## src/rtl/fp_serial_pkg.sv

```systemverilog
// Shared types and constants for the floating-point serial transmitter.
// Latency: n/a.
// Backpressure: n/a.
package fp_serial_pkg;

    typedef enum logic [2:0] {
        ST_IDLE,
        ST_START,
        ST_DATA,
        ST_PARITY,
        ST_STOP
    } state_t;

    localparam int FRAME_BITS = 11;
    localparam int DATA_BITS  = 8;

    function automatic logic even_parity(input logic [DATA_BITS-1:0] d);
        return ^d;
    endfunction

endpackage

```

## src/rtl/fp_serial_tx_if.sv

```systemverilog
// Upstream handshake, converted FP fields and serial line for fp_serial_tx.
// Latency: n/a.
// Backpressure: in_ready gates acceptance; in_valid may stay high.
interface fp_serial_tx_if;
    logic       in_valid;
    logic       in_ready;
    logic       S;
    logic [2:0] E;
    logic [3:0] F;
    logic       tx;
    logic       busy;

    modport master (
        output in_valid, S, E, F,
        input  in_ready, tx, busy
    );

    modport slave (
        input  in_valid, S, E, F,
        output in_ready, tx, busy
    );
endinterface

```

## src/rtl/fp_serial_tx_bit_timer.sv

```systemverilog
// Bit-period timer: counts 0..CLKS_PER_BIT-1 while run is high, ticks bit_done on the last count.
// Latency: bit_done is combinational from the registered count.
// Backpressure: none; clear restarts the count at frame start.
module bit_timer #(
    parameter int unsigned CLKS_PER_BIT = 4
) (
    input  logic clk,
    input  logic rst,
    input  logic clear,
    input  logic run,
    output logic bit_done
);

    localparam logic [15:0] LAST = 16'(CLKS_PER_BIT - 1);

    logic [15:0] cnt;

    always_ff @(posedge clk or posedge rst) begin
        if (rst) begin
            cnt <= '0;
        end else if (clear) begin
            cnt <= '0;
        end else if (run) begin
            cnt <= (cnt == LAST) ? 16'd0 : cnt + 16'd1;
        end
    end

    assign bit_done = run && !clear && (cnt == LAST);

endmodule

```

## src/rtl/fp_serial_tx.sv

```systemverilog
// Serialises {S,E,F} as start, 8 data bits MSB first, even parity, stop; each bit CLKS_PER_BIT cycles.
// Latency: start bit on tx one cycle after the accepting edge.
// Backpressure: in_ready only in IDLE, so a new value is taken one cycle after each stop bit.
module fp_serial_tx
    import fp_serial_pkg::*;
#(
    parameter int unsigned CLKS_PER_BIT = 4
) (
    input logic        clk,
    input logic        rst,
    fp_serial_tx_if.slave bus
);

    state_t         state, state_nxt;
    logic           tx_q, tx_nxt;
    logic [7:0]     d8, d8_nxt;
    logic [2:0]     bit_idx, idx_nxt;
    logic           xfer;
    logic           bit_done;

    assign bus.in_ready = (state == ST_IDLE);
    assign bus.busy     = (state != ST_IDLE);
    assign bus.tx       = tx_q;
    assign xfer         = bus.in_valid && bus.in_ready;

    bit_timer #(
        .CLKS_PER_BIT (CLKS_PER_BIT)
    ) u_bit_timer (
        .clk      (clk),
        .rst      (rst),
        .clear    (xfer),
        .run      (bus.busy),
        .bit_done (bit_done)
    );

    always_ff @(posedge clk or posedge rst) begin
        if (rst) begin
            state   <= ST_IDLE;
            tx_q    <= 1'b1;
            d8      <= 8'h00;
            bit_idx <= 3'(DATA_BITS - 1);
        end else begin
            state   <= state_nxt;
            tx_q    <= tx_nxt;
            d8      <= d8_nxt;
            bit_idx <= idx_nxt;
        end
    end

    // tx is computed alongside the state so each bit lands on the line with its state change.
    always_comb begin
        state_nxt = state;
        tx_nxt    = tx_q;
        d8_nxt    = d8;
        idx_nxt   = bit_idx;
        case (state)
            ST_IDLE: begin
                tx_nxt = 1'b1;
                if (xfer) begin
                    state_nxt = ST_START;
                    tx_nxt    = 1'b0;
                    d8_nxt    = {bus.S, bus.E, bus.F};
                    idx_nxt   = 3'(DATA_BITS - 1);
                end
            end
            ST_START: begin
                if (bit_done) begin
                    state_nxt = ST_DATA;
                    tx_nxt    = d8[bit_idx];
                end
            end
            ST_DATA: begin
                if (bit_done) begin
                    if (bit_idx == 3'd0) begin
                        state_nxt = ST_PARITY;
                        tx_nxt    = even_parity(d8);
                    end else begin
                        idx_nxt = bit_idx - 3'd1;
                        tx_nxt  = d8[bit_idx - 3'd1];
                    end
                end
            end
            ST_PARITY: begin
                if (bit_done) begin
                    state_nxt = ST_STOP;
                    tx_nxt    = 1'b1;
                end
            end
            ST_STOP: begin
                tx_nxt = 1'b1;
                if (bit_done) begin
                    state_nxt = ST_IDLE;
                end
            end
            default: begin
                state_nxt = ST_IDLE;
                tx_nxt    = 1'b1;
            end
        endcase
    end

endmodule

```

## src/flat_wrapper.sv

```systemverilog
// flat-port wrapper written by rule: the top's interface ports become plain ports
module fp_serial_tx_flat import fp_serial_pkg::*;
#(
    parameter int unsigned CLKS_PER_BIT = 4
)
  (clk, rst, bus_in_valid, bus_S, bus_E, bus_F, bus_in_ready, bus_tx, bus_busy);
  fp_serial_tx_if bus_i ();
  input logic clk;
  input logic rst;
  input wire logic [$bits(bus_i.in_valid)-1:0] bus_in_valid;
  input wire logic [$bits(bus_i.S)-1:0] bus_S;
  input wire logic [$bits(bus_i.E)-1:0] bus_E;
  input wire logic [$bits(bus_i.F)-1:0] bus_F;
  output wire logic [$bits(bus_i.in_ready)-1:0] bus_in_ready;
  output wire logic [$bits(bus_i.tx)-1:0] bus_tx;
  output wire logic [$bits(bus_i.busy)-1:0] bus_busy;
  assign bus_i.in_valid = bus_in_valid;
  assign bus_i.S = bus_S;
  assign bus_i.E = bus_E;
  assign bus_i.F = bus_F;
  assign bus_in_ready = bus_i.in_ready;
  assign bus_tx = bus_i.tx;
  assign bus_busy = bus_i.busy;
  fp_serial_tx #(.CLKS_PER_BIT(CLKS_PER_BIT)) u_core (.clk(clk), .rst(rst), .bus(bus_i));
endmodule
```

## config.mk

```make
export PLATFORM = sky130hd
export DESIGN_NAME = fp_serial_tx_flat
export DESIGN_NICKNAME = d
export VERILOG_FILES = /design/src/rtl/fp_serial_pkg.sv /design/src/rtl/fp_serial_tx_if.sv /design/src/rtl/fp_serial_tx_bit_timer.sv /design/src/rtl/fp_serial_tx.sv /design/src/flat_wrapper.sv
export SDC_FILE = /design/constraint.sdc
export NUM_CORES = 1
export LEC_CHECK = 0
export ABC_AREA = 1
export CAP_MARGIN = 40
export CORE_ASPECT_RATIO = 1.5
export CORE_MARGIN = 2
export CORE_UTILIZATION = 40
export DETAILED_ROUTE_END_ITERATION = 6
export PLACE_DENSITY = 0.67
export SLEW_MARGIN = 20
export SYNTH_ARGS = -nofsm -noshare
export SYNTH_HDL_FRONTEND = slang
export SYNTH_SLANG_ARGS = --single-unit
```

## constraint.sdc

```tcl
create_clock -name clk -period 4 [get_ports clk]
set_clock_uncertainty 0.15 [all_clocks]
set_input_delay 0.6 -clock clk [delete_from_list [all_inputs] [get_ports clk]]
set_output_delay 0.6 -clock clk [all_outputs]
set_load 0.05 [all_outputs]
```

After elaboration in Yosys (flattened, before gate mapping)
Cells that the tools add are included.
{ "op_classes": {"add_sub_neg": 2, "magnitude_cmp": 2, "n_eq_ne": 12, "n_mux": 24, "n_reduce_logical": 14} }
{ "ops": {"columns": ["cell", "n"], "rows": [
  ["2-to-1 mux 16 bit", 3],
  ["2-to-1 mux 3 bit", 9],
  ["adder 16 x 1 -> 16 bit (second input constant)", 1],
  ["== test 16 x 2 -> 1 bit (second input constant)", 1],
  ["case mux 3 bit (5 select lines)", 1],
  ["!= test 2 x 1 -> 1 bit (second input constant)", 5],
  ["less-than comparator 3 x 4 -> 1 bit (second input constant)", 2],
  ["parity 8 bit", 1],
  ["2-to-1 mux 1 bit", 7],
  ["binary-select mux 1 bit (select 3 bit)", 2],
  ["== test 3 x 2 -> 1 bit (second input constant)", 2],
  ["zero test 3 bit", 2],
  ["case mux 3 bit (2 select lines)", 1],
  ["AND reduction 6 bit", 1],
  ["!= test 2 bit (second input constant)", 2],
  ["case mux 1 bit (4 select lines)", 1],
  ["AND reduction 4 bit", 1],
  ["nonzero test 2 bit", 2],
  ["== test 3 x 1 -> 1 bit (second input constant)", 1],
  ["== test 3 bit (second input constant)", 1],
  ["logical AND 1 bit", 3],
  ["AND reduction 3 bit", 1],
  ["nonzero test 3 bit", 1],
  ["subtractor 3 x 1 -> 3 bit (second input constant)", 1],
  ["2 further kinds", 2]
]} }
{ "word_totals": {"regBits": 31, "input_bits": 11, "output_inout_bits": 3, "elab_cells": 59} }

Logic depth before layout (Yosys ltp)
{ "depth": {"ltp_word": 7, "ltp_mapped": 11, "depth_no_buf": 11} }

Hierarchy
From an unflattened synthesis, not the netlist that was laid out.
{ "unflattened": {"cells_unflattened": 307, "area_unflattened_um2": 2149.6} }
{ "by_module_without_submodules": {"columns": ["mod", "instances", "cells_per_inst", "area_per_inst_um2", "seq_area_each_um2"], "rows": [
  ["fp_serial_tx", 1, 161, 1111.1, 380.4],
  ["bit_timer", 1, 146, 1038.5, 400.4]
]} }

Worst setup path after synthesis
No wires, ideal clock.
{ "synth_path": {"path_type": "reg2reg", "startpoint": "reg u_core.state[1]", "endpoint": "reg u_core.d8[0]", "arrival_ps": 1643, "setup_slack_ps": 2083, "stages_incl_launch_ff": 8, "synth_period_minus_slack_ps": 1917, "cell_sequence": "dfrtp_1 nor2_4 nand2_4 inv_1 nand2_2 buf_2 nor2_1 a21oi_1"} }
{ "synth_between": {"elab_chain_len": 3} }
{ "synth_rtl": {"columns": ["item", "line", "source"], "rows": [
  ["from (decl)", "fp_serial_tx.sv:14", "state_t state, state_nxt;"],
  ["from (signal assigned)", "fp_serial_tx.sv:43", "state <= state_nxt;"],
  ["zero test 3 bit (*)", "fp_serial_tx.sv:21", "assign bus.in_ready = (state == ST_IDLE);"],
  ["via bus_in_ready", "flat_wrapper.sv:14", "output wire logic [$bits(bus_i.in_ready)-1:0] bus_in_ready;"],
  ["logical AND 1 bit", "fp_serial_tx.sv:24", "assign xfer = bus.in_valid && bus.in_ready;"],
  ["AND reduction 2 bit (no source line) (*)", null, null],
  ["to (signal assigned)", "fp_serial_tx.sv:45", "d8 <= d8_nxt;"],
  ["to (decl)", "fp_serial_tx.sv:16", "logic [7:0] d8, d8_nxt;"]
]} }
The timed path passes the listed nets; every way through them passes the cells marked *.
A chain may end at the register's enable or synchronous reset.

Final worst setup path
{ "layout_path": {"startpoint": "reg u_core.state[1]", "endpoint": "out bus_in_ready"} }
{ "layout_between": {"elab_chain_len": 1} }
{ "layout_rtl": {"columns": ["item", "line"], "rows": [
  ["zero test 3 bit", "fp_serial_tx.sv:21"],
  ["to (decl)", "flat_wrapper.sv:14"]
]} }
No other way between the ends.

==> results.sh <==
export IMPL_outcome="completed"
export IMPL_final_cell_mix="81 x nand2_1, 32 x inv_1, 31 x nor2_1, 27 x dfrtp_1, 21 x nand3_1"
export IMPL_rows=31
export IMPL_final_common_cell="nand2_1"
export IMPL_worstPathMaxFanout=6
export IMPL_power_leakage_uw=0.00110
export IMPL_grt_use_met3_pct=3.70
export IMPL_nets=318
export IMPL_worst_hold_slack_ps=345
export IMPL_synth_area_sq_um=2020
export IMPL_drc_errors=0
export IMPL_rsz0062_at_grt="no"
export IMPL_io_pins=14
export IMPL_layout_min_cycle_time_ps=2740
export IMPL_maxSlewViolCount=0
export IMPL_area_delta_synth_final_pct=13.1
export IMPL_max_vdd_ir_drop_uv=384
export IMPL_cts_root_buf="clkbuf_8"
export IMPL_route_antenna_remaining_nets=0
export IMPL_p_per_area_nw_per_um2=763
export IMPL_ys_seq_elements=31
export IMPL_num_vias=1882
export IMPL_grt_total_usage_pct=18.3
export IMPL_ctsHoldBuffers=0
export IMPL_yosysWarnings=0
export IMPL_muxShareOfSynthArea_pct=0
export IMPL_use_met1_pct=20.2
export IMPL_antenna_found_initial=0
export IMPL_grt_busiest_layer="met2"
export IMPL_hold_viol=0
export IMPL_vias_per_cell=5.07
export IMPL_maxSlewHeadroom_pct=66.0
export IMPL_yosys_area_share_adder_pct=1.86
export IMPL_cts_htree_levels=2
export IMPL_cts_buffers=5
export IMPL_synth_compound_area_share_pct=13.8
export IMPL_seq_area_frac_synth_pct=38.6
export IMPL_dp_hpwl_microns=3310
export IMPL_grt_pass1_wl_microns=7890
export IMPL_grt_pass1_vias=1851
export IMPL_wl_per_cell_microns=12.0
export IMPL_maxCapViolations=0
export IMPL_avgSynthCellArea_sq_um=7.02
export IMPL_cts_resized=0
export IMPL_synth_xor_area_share_pct=4.33
export IMPL_syn_inst=288
export IMPL_fp_coreArea_sq_um=4850
export IMPL_ys_types=33
export IMPL_dp_cells=363
export IMPL_fin_crit_sh_pct=68.5
export IMPL_crit_path_top_delay_cell="clkdlybuf4s50_1"
export IMPL_placed_cell_area_sq_um=2210
export IMPL_final_setup_viol_count=0
export IMPL_endpoint_kind="output port"
export IMPL_die_w_microns=62.1
export IMPL_yosys_area_share_simple_pct=32.6
export IMPL_grt_overflow=0
export IMPL_drt_iter0_drc=109
export IMPL_clock_latency_ps=290
export IMPL_grt_max_degree=32
export IMPL_dieArea_sq_um=5650
export IMPL_min_path_type="flip-flop to flip-flop"
export IMPL_critPathRequiredTime_ps=3250
export IMPL_final_cell_area_sq_um=2290
export IMPL_start_kind="flip-flop"
export IMPL_p_total_uw=1740
export IMPL_fmax_mhz=365
export IMPL_synth_top_family_by_area="simple AND/OR/NAND/NOR gates"
export IMPL_worstPathCellList="nor2_4 -> nand2_4 -> inv_1 -> clkdlybuf4s50_1"
export IMPL_cp_top_family="buffers and inverters"
export IMPL_tns_ps=0
export IMPL_post_cts_buffers=0
export IMPL_synth_nets=302
export IMPL_tightest_slew_ps=508
export IMPL_clock_path_buffers=2
export IMPL_wirelength_microns=4440
export IMPL_initial_core_util_pct=41.7
export IMPL_worstPathArrival_ps=1990
export IMPL_grt_util_met2_pct=31.6
export IMPL_die_h_microns=91.1
export IMPL_clock_sink_count=31
export IMPL_drive_gt1_share_pct=8.85
export IMPL_diodes=0
export IMPL_firstDrtPassIters=4
export IMPL_cts_clk_slew_worst_paths_ps=70
export IMPL_instances_no_fill=371
export IMPL_port_buffers=13
export IMPL_cts_tree="done"
export IMPL_gp_congestion=0.837
export IMPL_critPathBufInv=2
export IMPL_worstSetupPathType="flip-flop to output port"
export IMPL_max_stage_delay_ps=820
## per-layer routing
layer  wire [microns]  vias to the layer above  part of all wire [%]
li1                 -                      960                     -
met1             1810                      869                    41
met2             2380                       43                    54
met3              135                       10                   3.0
met4              106                        0                   2.4
met5                0                        -                     0
## logic make-up after synthesis
kind of cell	after synthesis
simple gates	152
compound gates	50
buf+inv	42
flops	31
xor+xnor	10
fa+ha+maj	3
## layout make-up
cell class / instances / area, sq um
fill: 490 / 2560
multi-input combinational: 215 / 1060
sequential: 31 / 781
inverter: 37 / 141
timing repair buffer: 14 / 138
tap: 66 / 82.6
clock buffer: 7 / 76.3
clock inverter: 1 / 5.00
## sequential cells by signal, indices dropped and copies added (netlist names)
signal,cells
u_core.bit_idx,3
u_core.state,3
u_core.bus.tx,1
u_core.d8,8
u_core.u_bit_timer.cnt,16
## where the power goes
group	switching, uW	total, uW	internal [uW]
registers	122	546	424
logic	619	956	338
clock network	121	243	122
total	861	1740	884
## path summary, 6_finish.rpt
check / start / end / slack, ps / cells past startpoint
worst min register to register: u_core.bit_idx[1] / u_core.bit_idx[1] / 340 / 2
worst max-delay path: u_core.state[1] / bus_in_ready / 1260 / 4
min in group asynchronous: rst / u_core.u_bit_timer.cnt[11] / 540 / 3
worst min-delay path: u_core.bit_idx[1] / u_core.bit_idx[1] / 340 / 2
worst max register to register: u_core.bit_idx[0] / u_core.bus.tx / 2020 / 9
max in group asynchronous: rst / u_core.bit_idx[2] / 2820 / 3
## per-stage QoR
step           utilization, %  worst slack [ps]
2_1_floorplan               -              2080
3_3_place_gp             45.5              1610
3_5_place_dp             45.5              1560
4_1_cts                  47.2              1250
5_1_grt                  47.2              1180
6_report                 47.2              1260
## worst reg2reg max path, delay by kind of cell (launching register included)
| kind | cells | cell delay (ps) |
|---|---|---|
| flops | 1 | 680 |
| simple gates | 5 | 400 |
| fa+ha+maj | 1 | 370 |
| buf+inv | 2 | 220 |
| compound gates | 1 | 90 |
## synth_stat cells
cell type  count  share of area (%)
or2_1          1               0.31
nor2_1        31                5.8
o211ai_1       2               0.74
nor2_2         1               0.31
or2_2          1               0.31
inv_2          4               0.74
nand2_1       81                 15
dfrtp_1       27                 33
ha_1           3                1.9
o22ai_1        7                2.2
a21oi_1       19                4.7
o21ai_0       10                2.5
nor3_2         1               0.50
buf_6          2                1.1
nor3_1         5                1.2
xnor2_1        3                1.3
nand3_2        2               0.99
nor2_4         1               0.56
nand2_2        2               0.62
inv_4          1               0.31
clkbuf_1       1               0.19
a32o_1         1               0.50
inv_1         32                5.9
nand2_4        1               0.56
nand3_1       21                5.2
a22oi_1        1               0.37
dfstp_2        4                5.2
a21oi_2        1               0.43
buf_2          2               0.50
nand4_1        4                1.2
o21ai_2        1               0.43
o21ai_1        8                2.0
xor2_1         7                3.0
No activity file was read; power rests on OpenSTA's default activity.
